$ cat config.mk
export PLATFORM = sky130hd
export DESIGN_NAME = uart_register_peripheral
export DESIGN_NICKNAME = d
export VERILOG_FILES = /design/src/rtl/uart_register_peripheral_pkg.sv /design/src/rtl/uart_sync_fifo.sv /design/src/rtl/uart_register_peripheral.sv
export SDC_FILE = /design/constraint.sdc
export NUM_CORES = 1
export LEC_CHECK = 0
export ABC_AREA = 1
export BUFFER_PORTS_ARGS = -buffer_cell sky130_fd_sc_hd__buf_2
export CAP_MARGIN = 20
export CORE_AREA = 5 5 241 126
export DETAILED_ROUTE_END_ITERATION = 7
export DIE_AREA = 0 0 246 131
export GPL_TIMING_DRIVEN = 0
export HOLD_SLACK_MARGIN = 0.06
export PLACE_DENSITY = 0.76
export SLEW_MARGIN = 15
export SYNTH_ARGS = -nofsm -noshare
export SYNTH_HDL_FRONTEND = slang
export SYNTH_SLANG_ARGS = --single-unit
$ cat constraint.sdc
create_clock -name clk -period 7.9 [get_ports clk]
set_input_delay 1.185 -clock clk [delete_from_list [all_inputs] [get_ports clk]]
set_output_delay 1.185 -clock clk [all_outputs]
set_load 0.01 [all_outputs]
$ cat src/rtl/uart_register_peripheral_pkg.sv
// Shared definitions for the ulisp register-bus UART: register indices, status bit
// positions and the TX/RX state encodings.
package ulisp_periph_defs;

   localparam logic [11:0] REG_CONSOLE = 12'd0;
   localparam logic [11:0] REG_STATUS  = 12'd1;
   localparam logic [11:0] REG_DIVISOR = 12'd2;
   localparam logic [11:0] REG_CONTROL = 12'd3;

   localparam int unsigned ST_RX_AVAIL  = 0;
   localparam int unsigned ST_TX_FULL   = 1;
   localparam int unsigned ST_TX_IDLE   = 2;
   localparam int unsigned ST_OVERRUN   = 3;
   localparam int unsigned ST_FRAME_ERR = 4;

   localparam logic [15:0] DIV_MIN = 16'd2;

   typedef enum logic [1:0] {TxIdle, TxStart, TxData, TxStop} tx_state_e;
   typedef enum logic [1:0] {RxIdle, RxStart, RxData, RxStop} rx_state_e;

endpackage

$ cat src/rtl/uart_sync_fifo.sv
// Single-clock FIFO with first-word fall-through output. Push when full and pop when
// empty are ignored; depth must be a power of two.
module uart_sync_fifo #(
   parameter int unsigned WIDTH = 8,
   parameter int unsigned DEPTH = 8
) (
   input  logic             clk,
   input  logic             reset,
   input  logic             push,
   input  logic [WIDTH-1:0] din,
   input  logic             pop,
   output logic [WIDTH-1:0] dout,
   output logic             full,
   output logic             empty
);

   localparam int unsigned AW = $clog2(DEPTH);

   logic [WIDTH-1:0] mem [DEPTH];
   logic [AW-1:0]    wr_ptr_q, rd_ptr_q;
   logic [AW:0]      count_q;
   logic             do_push, do_pop;

   assign full    = (count_q == (AW+1)'(DEPTH));
   assign empty   = (count_q == '0);
   assign do_push = push && !full;
   assign do_pop  = pop && !empty;
   assign dout    = mem[rd_ptr_q];

   always_ff @(posedge clk or posedge reset) begin
      if (reset) begin
         wr_ptr_q <= '0;
         rd_ptr_q <= '0;
         count_q  <= '0;
      end else begin
         if (do_push) wr_ptr_q <= wr_ptr_q + 1'b1;
         if (do_pop)  rd_ptr_q <= rd_ptr_q + 1'b1;
         count_q <= count_q + (AW+1)'(do_push) - (AW+1)'(do_pop);
      end
   end

   always_ff @(posedge clk) begin
      if (do_push) mem[wr_ptr_q] <= din;
   end

endmodule

$ cat src/rtl/uart_register_peripheral.sv
// Register-bus UART (8N1) with TX/RX FIFOs for the ulisp core.
// Define UART_LOOPBACK_EN to add register 3 (bit0 routes uart_tx back into the receiver).
module uart_register_peripheral
   import ulisp_periph_defs::*;
#(
   parameter int unsigned FIFO_DEPTH = 8,
   parameter logic [15:0] DIV_RESET  = 16'd217
) (
   input  logic        clk,
   input  logic        reset,
   input  logic [11:0] register_index,
   input  logic        register_read,
   input  logic        register_write,
   input  logic [15:0] register_write_value,
   output logic [15:0] register_read_value,
   output logic        uart_tx,
   input  logic        uart_rx
);

   logic        tx_push, tx_pop, tx_full, tx_empty, tx_load;
   logic [7:0]  tx_dout;
   logic        rx_push, rx_pop, rx_full, rx_empty;
   logic [7:0]  rx_dout;
   logic [15:0] div_q, rdata_q, read_data, status;
   logic        frame_err_q, overrun_q, frame_err_set, overrun_set, status_clear;
   logic        rx_line, rx_meta_q, rx_sync_q, rx_prev_q;

   tx_state_e   tx_state_q, tx_state_d;
   logic [15:0] tx_cnt_q, tx_cnt_d, tx_div_q, tx_div_d;
   logic [2:0]  tx_bit_q, tx_bit_d;
   logic [7:0]  tx_shift_q, tx_shift_d;

   rx_state_e   rx_state_q, rx_state_d;
   logic [15:0] rx_cnt_q, rx_cnt_d, rx_div_q, rx_div_d;
   logic [2:0]  rx_bit_q, rx_bit_d;
   logic [7:0]  rx_shift_q, rx_shift_d;

   assign tx_push      = register_write && (register_index == REG_CONSOLE);
   assign rx_pop       = register_read && (register_index == REG_CONSOLE) && !rx_empty;
   assign status_clear = register_read && (register_index == REG_STATUS);
   assign register_read_value = rdata_q;

   uart_sync_fifo #(.WIDTH(8), .DEPTH(FIFO_DEPTH)) u_tx_fifo (
      .clk(clk), .reset(reset), .push(tx_push), .din(register_write_value[7:0]),
      .pop(tx_pop), .dout(tx_dout), .full(tx_full), .empty(tx_empty)
   );

   uart_sync_fifo #(.WIDTH(8), .DEPTH(FIFO_DEPTH)) u_rx_fifo (
      .clk(clk), .reset(reset), .push(rx_push), .din(rx_shift_q),
      .pop(rx_pop), .dout(rx_dout), .full(rx_full), .empty(rx_empty)
   );

`ifdef UART_LOOPBACK_EN
   logic loopback_q;
   assign rx_line = loopback_q ? uart_tx : uart_rx;

   always_ff @(posedge clk or posedge reset) begin
      if (reset) loopback_q <= 1'b0;
      else if (register_write && (register_index == REG_CONTROL))
         loopback_q <= register_write_value[0];
   end
`else
   assign rx_line = uart_rx;
`endif

   always_comb begin
      status = '0;
      status[ST_RX_AVAIL]  = !rx_empty;
      status[ST_TX_FULL]   = tx_full;
      status[ST_TX_IDLE]   = tx_empty && (tx_state_q == TxIdle);
      status[ST_OVERRUN]   = overrun_q;
      status[ST_FRAME_ERR] = frame_err_q;
      read_data = '0;
      case (register_index)
         REG_CONSOLE: read_data = rx_empty ? 16'h0000 : {8'h00, rx_dout};
         REG_STATUS:  read_data = status;
         REG_DIVISOR: read_data = div_q;
`ifdef UART_LOOPBACK_EN
         REG_CONTROL: read_data = {15'b0, loopback_q};
`endif
         default:     read_data = '0;
      endcase
   end

   // Sticky bits: a set in the same cycle as a status read wins over the clear.
   always_ff @(posedge clk or posedge reset) begin
      if (reset) begin
         rdata_q     <= '0;
         div_q       <= DIV_RESET;
         frame_err_q <= 1'b0;
         overrun_q   <= 1'b0;
      end else begin
         if (register_read) rdata_q <= read_data;
         if (register_write && (register_index == REG_DIVISOR))
            div_q <= (register_write_value < DIV_MIN) ? DIV_MIN : register_write_value;
         if (frame_err_set)     frame_err_q <= 1'b1;
         else if (status_clear) frame_err_q <= 1'b0;
         if (overrun_set)       overrun_q <= 1'b1;
         else if (status_clear) overrun_q <= 1'b0;
      end
   end

   // TX: a frame ending with data queued reloads straight into START (no idle gap).
   always_comb begin
      tx_state_d = tx_state_q;
      tx_cnt_d   = tx_cnt_q + 16'd1;
      tx_div_d   = tx_div_q;
      tx_bit_d   = tx_bit_q;
      tx_shift_d = tx_shift_q;
      tx_load    = 1'b0;
      case (tx_state_q)
         TxIdle:  tx_load = !tx_empty;
         TxStart: if (tx_cnt_q == tx_div_q - 16'd1) begin
            tx_cnt_d   = '0;
            tx_bit_d   = '0;
            tx_state_d = TxData;
         end
         TxData:  if (tx_cnt_q == tx_div_q - 16'd1) begin
            tx_cnt_d   = '0;
            tx_shift_d = {1'b0, tx_shift_q[7:1]};
            tx_bit_d   = tx_bit_q + 3'd1;
            if (tx_bit_q == 3'd7) tx_state_d = TxStop;
         end
         TxStop:  if (tx_cnt_q == tx_div_q - 16'd1) begin
            tx_load    = !tx_empty;
            tx_state_d = TxIdle;
         end
         default: tx_state_d = TxIdle;
      endcase
      if (tx_load) begin
         tx_shift_d = tx_dout;
         tx_div_d   = div_q;
         tx_cnt_d   = '0;
         tx_state_d = TxStart;
      end
      tx_pop = tx_load;
      case (tx_state_q)
         TxStart: uart_tx = 1'b0;
         TxData:  uart_tx = tx_shift_q[0];
         default: uart_tx = 1'b1;
      endcase
   end

   always_comb begin
      rx_state_d    = rx_state_q;
      rx_cnt_d      = rx_cnt_q + 16'd1;
      rx_div_d      = rx_div_q;
      rx_bit_d      = rx_bit_q;
      rx_shift_d    = rx_shift_q;
      rx_push       = 1'b0;
      frame_err_set = 1'b0;
      overrun_set   = 1'b0;
      case (rx_state_q)
         RxIdle:  if (rx_prev_q && !rx_sync_q) begin
            rx_cnt_d   = '0;
            rx_div_d   = div_q;
            rx_state_d = RxStart;
         end
         RxStart: if (rx_cnt_q == (rx_div_q >> 1) - 16'd1) begin
            rx_cnt_d   = '0;
            rx_bit_d   = '0;
            rx_state_d = rx_sync_q ? RxIdle : RxData;
         end
         RxData:  if (rx_cnt_q == rx_div_q - 16'd1) begin
            rx_cnt_d   = '0;
            rx_shift_d = {rx_sync_q, rx_shift_q[7:1]};
            rx_bit_d   = rx_bit_q + 3'd1;
            if (rx_bit_q == 3'd7) rx_state_d = RxStop;
         end
         RxStop:  if (rx_cnt_q == rx_div_q - 16'd1) begin
            rx_state_d = RxIdle;
            if (!rx_sync_q)   frame_err_set = 1'b1;
            else if (rx_full) overrun_set   = 1'b1;
            else              rx_push       = 1'b1;
         end
         default: rx_state_d = RxIdle;
      endcase
   end

   always_ff @(posedge clk or posedge reset) begin
      if (reset) begin
         tx_state_q <= TxIdle;
         tx_cnt_q   <= '0;
         tx_div_q   <= DIV_RESET;
         tx_bit_q   <= '0;
         tx_shift_q <= '0;
         rx_state_q <= RxIdle;
         rx_cnt_q   <= '0;
         rx_div_q   <= DIV_RESET;
         rx_bit_q   <= '0;
         rx_shift_q <= '0;
         rx_meta_q  <= 1'b1;
         rx_sync_q  <= 1'b1;
         rx_prev_q  <= 1'b1;
      end else begin
         tx_state_q <= tx_state_d;
         tx_cnt_q   <= tx_cnt_d;
         tx_div_q   <= tx_div_d;
         tx_bit_q   <= tx_bit_d;
         tx_shift_q <= tx_shift_d;
         rx_state_q <= rx_state_d;
         rx_cnt_q   <= rx_cnt_d;
         rx_div_q   <= rx_div_d;
         rx_bit_q   <= rx_bit_d;
         rx_shift_q <= rx_shift_d;
         rx_meta_q  <= rx_line;
         rx_sync_q  <= rx_meta_q;
         rx_prev_q  <= rx_sync_q;
      end
   end

endmodule
# Word level (Yosys, flattened, before mapping)
# Memory sizes are Yosys's and may differ from the RTL's.
# Index checks and enable logic that the tools add are counted.
# word_totals
regBits	147
ramBits	128
inputBits	33
output_inout_bits	17
wordCells	156
n_memories	2
# op_classes
add_sub_neg	15
order_cmp	1
eq_ne	26
mux	53
n_reduce_logical	36
# memory_table
name	words	width	rd	rd_clocked_by_memory_dff	write_ports	line_no	rtl
u_rx_fifo.mem	8	8	1	0	1	uart_sync_fifo.sv:19	logic [WIDTH-1:0] mem [DEPTH];
u_tx_fifo.mem	8	8	1	0	1	uart_sync_fifo.sv:19	
# op_table
op	n
16-bit 2-to-1 mux	7
16-bit case mux with 3 select lines	2
16-bit equality test	3
16-bit by 1-bit adder with 16-bit output, second input constant	2
8-bit 2-to-1 mux	4
16-bit by 1-bit subtractor with 16-bit output, second input constant	2
2-bit 2-to-1 mux	11
1-bit 2-to-1 mux	19
3-bit by 1-bit adder with 3-bit output, second input constant	6
16-bit by 2-bit less-than comparator with 1-bit output, second input constant	1
15-bit by 1-bit subtractor with 16-bit output, second input constant	1
2-bit inequality test, second input constant	7
12-bit by 1-bit equality test with 1-bit output, second input constant	1
12-bit by 2-bit equality test with 1-bit output, second input constant	1
12-bit zero test	1
3-bit 2-to-1 mux	4
3-bit by 2-bit inequality test with 1-bit output, second input constant	4
3-bit case mux with 2 select lines	2
2-bit nonzero test	6
1-bit logical AND	11
5-bit AND reduction	2
4-bit by 1-bit adder with 4-bit output	2
2-bit equality test, second input constant	4
4-bit equality test, second input constant	2
other kinds (13)	26

# Depth between registers and ports, before layout
# logic_depth
depth_word	8
mapped_depth	22
ltp_nobuf	22

# Hierarchy
# From an unflattened synthesis, not the netlist that was laid out.
# hier_totals
cells_unflattened	1748
hier_area_um2	14725.4
# by_module_without_submodules
module	n_inst	cells_per_inst	area_per_inst_um2	seq_area_each_um2
uart_register_peripheral	1	1052	7766.2	3200.6
uart_sync_fifo (u_rx_fifo)	1	348	3483.3	2172.1
uart_sync_fifo (u_tx_fifo)	1	348	3475.8	2172.1

# Worst setup path before layout
# No wires, ideal clock.
# synth_timing
kind	input to register
from	input register_index[9]
to	register u_rx_fifo.count_q[2]
setup_ps	124
arrival_time_ps	3090
t_required_ps	7776
setup_slack_ps	4686
path_stages	10
path_buffers	0
cell_sequence	nor4_1 inv_1 nor2_1 inv_1 nor3_2 ha_1 inv_1 ha_1 fa_1 xor2_1
# synth_between
elab_chain_len	5
# synth_rtl
item	line_no	rtl
start, declared	uart_register_peripheral.sv:11	input logic [11:0] register_index,
12-bit zero test	uart_register_peripheral.sv:39	assign rx_pop = register_read && (register_index == REG_CONSOLE) && !rx_empty;
1-bit logical AND (2 in a row)	uart_register_peripheral.sv:39	
1-bit logical AND	uart_sync_fifo.sv:27	assign do_pop = pop && !empty;
named net u_rx_fifo.do_pop	uart_sync_fifo.sv:22	logic do_push, do_pop;
4-bit by 1-bit subtractor with 4-bit output	uart_sync_fifo.sv:38	count_q <= count_q + (AW+1)'(do_push) - (AW+1)'(do_pop);
end signal, assigned	uart_sync_fifo.sv:38	
end, declared	uart_sync_fifo.sv:21	logic [AW:0] count_q;
# The timed path passes the listed nets, and every way through them passes these cells.
# A chain may end at the register's enable or synchronous reset.

# Final worst setup path
# layout_timing
from	register rx_div_q[1]
to	memory u_rx_fifo.mem[6][3] (enable)
# layout_between
elab_chain_len	7
# layout_rtl
item	line_no	rtl
start, declared	uart_register_peripheral.sv:34	logic [15:0] rx_cnt_q, rx_cnt_d, rx_div_q, rx_div_d;
start signal, assigned	uart_register_peripheral.sv:203	rx_div_q <= rx_div_d;
16-bit by 1-bit subtractor with 16-bit output	uart_register_peripheral.sv:170	RxStop: if (rx_cnt_q == rx_div_q - 16'd1) begin
16-bit equality test	uart_register_peripheral.sv:170	
1-bit 2-to-1 mux	uart_register_peripheral.sv:170	
1-bit 2-to-1 mux	uart_register_peripheral.sv:153	case (rx_state_q)
1-bit logical AND	uart_sync_fifo.sv:26	assign do_push = push && !full;
1-bit 2-to-1 mux	uart_sync_fifo.sv:43	if (do_push) mem[wr_ptr_q] <= din;
1-bit 2-to-1 mux (implied by the code)	uart_sync_fifo.sv:43	
end, declared	uart_sync_fifo.sv:19	
# No other way between the ends.

==> run_results.csv <==
group,metric,value,unit
route,vias_per_cell,5.568,
route,wirelength,36.50,mm
sta,slew_headroom,0.2204,
route,dr.first_iter.drc_count,1262,
clock_tree,tritoncts.num_buffers,24,
sta,period_minus_slack,3758,ps
logic_synthesis,synth_enable_flop_cells,128,
floorplanning,core,28190,µm²
logic_synthesis,synth_area,13750,µm²
logic_synthesis,synthCells,1466,
finish,n_antenna_cell,0,
global_route,globalRouteOverflowTotal,0,
pwr,leakagePower,6.464,nW
clock_tree,postCtsSetupBuffers,0,
route,postRouteAntennaNets,0,
critical_path,setup.worst_path.end_class,"flop",
critical_path,crit_path_max_fanout,8,
clock_tree,clock_tree_from_tritoncts,"built",
floorplanning,design.die.area,32230,µm²
sta,worst_slew_pin_slew,1165,ps
finish,drive_above_1_share,0.1177,
sta,unrepaired_setup_endpoints_after_global_routing,"no",
global_route,grt_use_total,0.2262,
logic_synthesis,synth-seq-area-share,0.5485,
route,drc,0,
sta,drv_slew,0,
global_route,gr-usage-met1,0.3683,
route,drt-wirelength-per-cell,18.68,µm
critical_path,crit_type,"reg -> reg",
clock_tree,cts_hold_repair.buffers,0,
global_route,grt_pass1_vias,10071,
clock_tree,cts_max_level,1,
logic_synthesis,postSynth.asyncResetShare,0.5345,
route,dr.pass1.iters,5,
sta,fin_crit_sh,0.4756,
clock_tree,clkSlewWorstSetupHoldPaths,80,ps
pwr,power.ir.vdd_worst,153.2,µV
route,total_vias_in_the_final_route,10879,
critical_path,worst_ep_arrival_time,3900,ps
finish,design.final.nets,1613,
logic_synthesis,postSynthRegisterBits,275,
global_route,grt_start_max_net_pins,114,
floorplanning,placementRows,44,
global_route,initial_antenna_violation_count,1,
pwr,finalPower,3.556,mW
sta,finalSetupTns,0,ps
logic_synthesis,synth_top_flop_cell,"sky130_fd_sc_hd__dfrtp_1",
outcome,status,"finished, final reports clean",
clock_tree,worstSkewPairLatency,550,ps
sta,report.final.setup_viol,0,
clock_tree,cts_repair_resize_count,0,
placement,numPortBuffers,49,
global_route,gr-max-usage-layer,"met1",
floorplanning,dieHeight,131,µm
critical_path,worstPathRequired,8040,ps
logic_synthesis,synthesis.nets,1534,
clock_tree,tritoncts_num_sinks,275,
critical_path,cp-start-kind,"flop",
placement,gp_congestion,0.9499,
finish,area.growth.synth_to_final,12.17,%
pwr,power_per_cell_area,230.5,nW/µm²
logic_synthesis,post_synth_num_cell_types,50,
floorplanning,initial_core_util,0.4880,
sta,fmaxAchievable,266.1,MHz
clock_tree,cts_root_buf,"sky130_fd_sc_hd__clkbuf_16",
sta,worst_clock_skew,26.92,ps
global_route,grtUsageMet2,0.2989,
global_route,grt_pass1_wl,56.85,mm
logic_synthesis,yosys_warnings,0,
flow_run,maxCapViolCount,0,
clock_tree,cts_buffer_depth,3,
global_route,groute.layer.met3.usage,0.07154,
worst_hold_path,hp-class,"reg -> reg",
floorplanning,x_dimension_of_the_die,246,µm
logic_synthesis,syn_area_per_cell,9.382,µm²
sta,timing_hold_violations_final,0,
floorplanning,io-pin-count,50,
placement,post_detail_place_hpwl,27.57,mm
-- layout make-up --
cell class	instances	area [µm²]
Timing Repair Buffer	53	292.8
Buffer	44	210.2
Fill cell	2459	12760
Clock inverter	12	161.4
Multi-Input combinational cell	996	5494
Clock buffer	32	661.9
Inverter	151	574.3
Sequential cell	275	7545
Tap cell	391	489.2
-- critical path, cell delays in order (launching register included) --
cell                      delay (ps)
sky130_fd_sc_hd__dfrtp_1         420
sky130_fd_sc_hd__inv_1           170
sky130_fd_sc_hd__ha_1            280
sky130_fd_sc_hd__nand2_1          90
sky130_fd_sc_hd__nor2_2          130
sky130_fd_sc_hd__nand2_1         170
sky130_fd_sc_hd__nor2_1          230
sky130_fd_sc_hd__nand2_1          90
sky130_fd_sc_hd__xor2_1          240
sky130_fd_sc_hd__nand4_1         130
sky130_fd_sc_hd__nor2_1          260
sky130_fd_sc_hd__nand4_1         280
sky130_fd_sc_hd__nor2_1          870
-- power breakdown --
group	switching, mW	internal, mW
Clock	0.543	0.722
Combinational	0.411	0.225
Sequential	0.0935	1.56
Total	1.05	2.51
-- layout by cell type (no fill, tap or decap), drive strengths merged, types with 3 or more instances in the layout --
cell type  count
o21ai        134
nor3b          3
nor3          34
dfstp         18
nand3b         4
clkbuf        61
o31ai          4
xor2          64
nor4           6
a21oi         25
a31oi          3
nand3         92
o211ai         9
o22ai          8
buf           68
o221ai        22
edfxtp       128
dfrtp        129
nand2        275
xnor2         24
or2            5
nand4         18
bufinv         4
ha            33
o2111ai        7
nor2         210
a22o           3
inv          150
clkinv         9
-- cells by family after synthesis --
family | after synthesis | synth area share
and+or+nand+nor | 650 | 0.2074
DFF | 275 | 0.5485
AOI/OAI and AO/OA | 221 | 0.09606
buffers and inverters | 195 | 0.05649
xor gates and xnor gates | 88 | 0.05713
adders and majority gates | 35 | 0.03293
muxes | 2 | 0.001456
-- final timing paths --
check / start / endpoint / slack [ps] / cells past startpoint
max: rx_div_q[1] / u_rx_fifo.mem[6][3] / 4140 / 12
min: rx_meta_q / rx_sync_q / 360 / 0
max reg2reg: rx_div_q[1] / u_rx_fifo.mem[6][3] / 4140 / 12
min reg2reg: rx_meta_q / rx_sync_q / 360 / 0
max in group asynchronous: reset / u_tx_fifo.wr_ptr_q[2] / 6450 / 3
min in group asynchronous: reset / tx_cnt_q[6] / 600 / 2
-- per-layer routing --
| layer | up-vias | part of all wire |
|---|---|---|
| met5 | - | 0 |
| met4 | 0 | 0.011 |
| met3 | 47 | 0.12 |
| met1 | 5214 | 0.48 |
| li1 | 5083 | - |
| met2 | 535 | 0.38 |
-- Yosys cell counts (3+ instances only) --
| library cell | number | area (µm²) |
|---|---|---|
| sky130_fd_sc_hd__nand2_1 | 264 | 991.0 |
| sky130_fd_sc_hd__nor2_1 | 195 | 732.0 |
| sky130_fd_sc_hd__inv_1 | 144 | 540.5 |
| sky130_fd_sc_hd__dfrtp_1 | 129 | 3228 |
| sky130_fd_sc_hd__edfxtp_1 | 128 | 3844 |
| sky130_fd_sc_hd__o21ai_0 | 123 | 615.6 |
| sky130_fd_sc_hd__nand3_1 | 92 | 460.4 |
| sky130_fd_sc_hd__xor2_1 | 62 | 543.0 |
| sky130_fd_sc_hd__ha_1 | 33 | 412.9 |
| sky130_fd_sc_hd__nor3_1 | 32 | 160.2 |
| sky130_fd_sc_hd__clkbuf_1 | 29 | 108.9 |
| sky130_fd_sc_hd__xnor2_1 | 24 | 210.2 |
| sky130_fd_sc_hd__o221ai_1 | 22 | 192.7 |
| sky130_fd_sc_hd__dfstp_2 | 18 | 473.0 |
| sky130_fd_sc_hd__a21oi_1 | 17 | 85.08 |
| sky130_fd_sc_hd__nand4_1 | 17 | 106.4 |
| sky130_fd_sc_hd__o21ai_1 | 11 | 55.05 |
| sky130_fd_sc_hd__nor2_2 | 10 | 62.56 |
| sky130_fd_sc_hd__buf_2 | 9 | 45.04 |
| sky130_fd_sc_hd__o211ai_1 | 9 | 67.56 |
| sky130_fd_sc_hd__a21oi_2 | 8 | 70.07 |
| sky130_fd_sc_hd__o22ai_1 | 8 | 50.05 |
| sky130_fd_sc_hd__o2111ai_1 | 7 | 61.31 |
| sky130_fd_sc_hd__nand2_2 | 6 | 37.54 |
| sky130_fd_sc_hd__nor4_1 | 6 | 37.54 |
| sky130_fd_sc_hd__inv_2 | 5 | 18.77 |
| sky130_fd_sc_hd__nand2_4 | 5 | 56.30 |
| sky130_fd_sc_hd__or2_2 | 5 | 31.28 |
| sky130_fd_sc_hd__buf_6 | 4 | 45.04 |
| sky130_fd_sc_hd__nand3b_1 | 4 | 30.03 |
| sky130_fd_sc_hd__o31ai_1 | 4 | 30.03 |
| sky130_fd_sc_hd__a22o_1 | 3 | 26.28 |
| sky130_fd_sc_hd__a31oi_1 | 3 | 18.77 |
| sky130_fd_sc_hd__nor2_4 | 3 | 33.78 |
| sky130_fd_sc_hd__nor3b_1 | 3 | 22.52 |
-- through the flow --
step	hold WS, ps	setup slack (ps)	instances	area [µm²]	util
CTS	357.5	3672	1954	15410	0.5466
finish	355.7	4142	1954	15430	0.5474
floorplan	345.2	2793	1466	13750	-
global route	366.5	3925	1954	15430	0.5474
detailed placement	347.3	3135	1910	14580	0.5174
global placement	347.4	1157	1906	14490	0.5140
-- registers in the layout, summed over array words and instances (netlist names), 4 cells and up, named ones only --
register             count
u_rx_fifo.mem           64
u_tx_fifo.mem           64
div_q                   16
register_read_value     16
rx_cnt_q                16
rx_div_q                16
tx_cnt_q                16
tx_div_q                16
rx_shift_q               8
tx_shift_q               8
u_rx_fifo.count_q        4
u_tx_fifo.count_q        4
(Power assumes the default switching activity.)
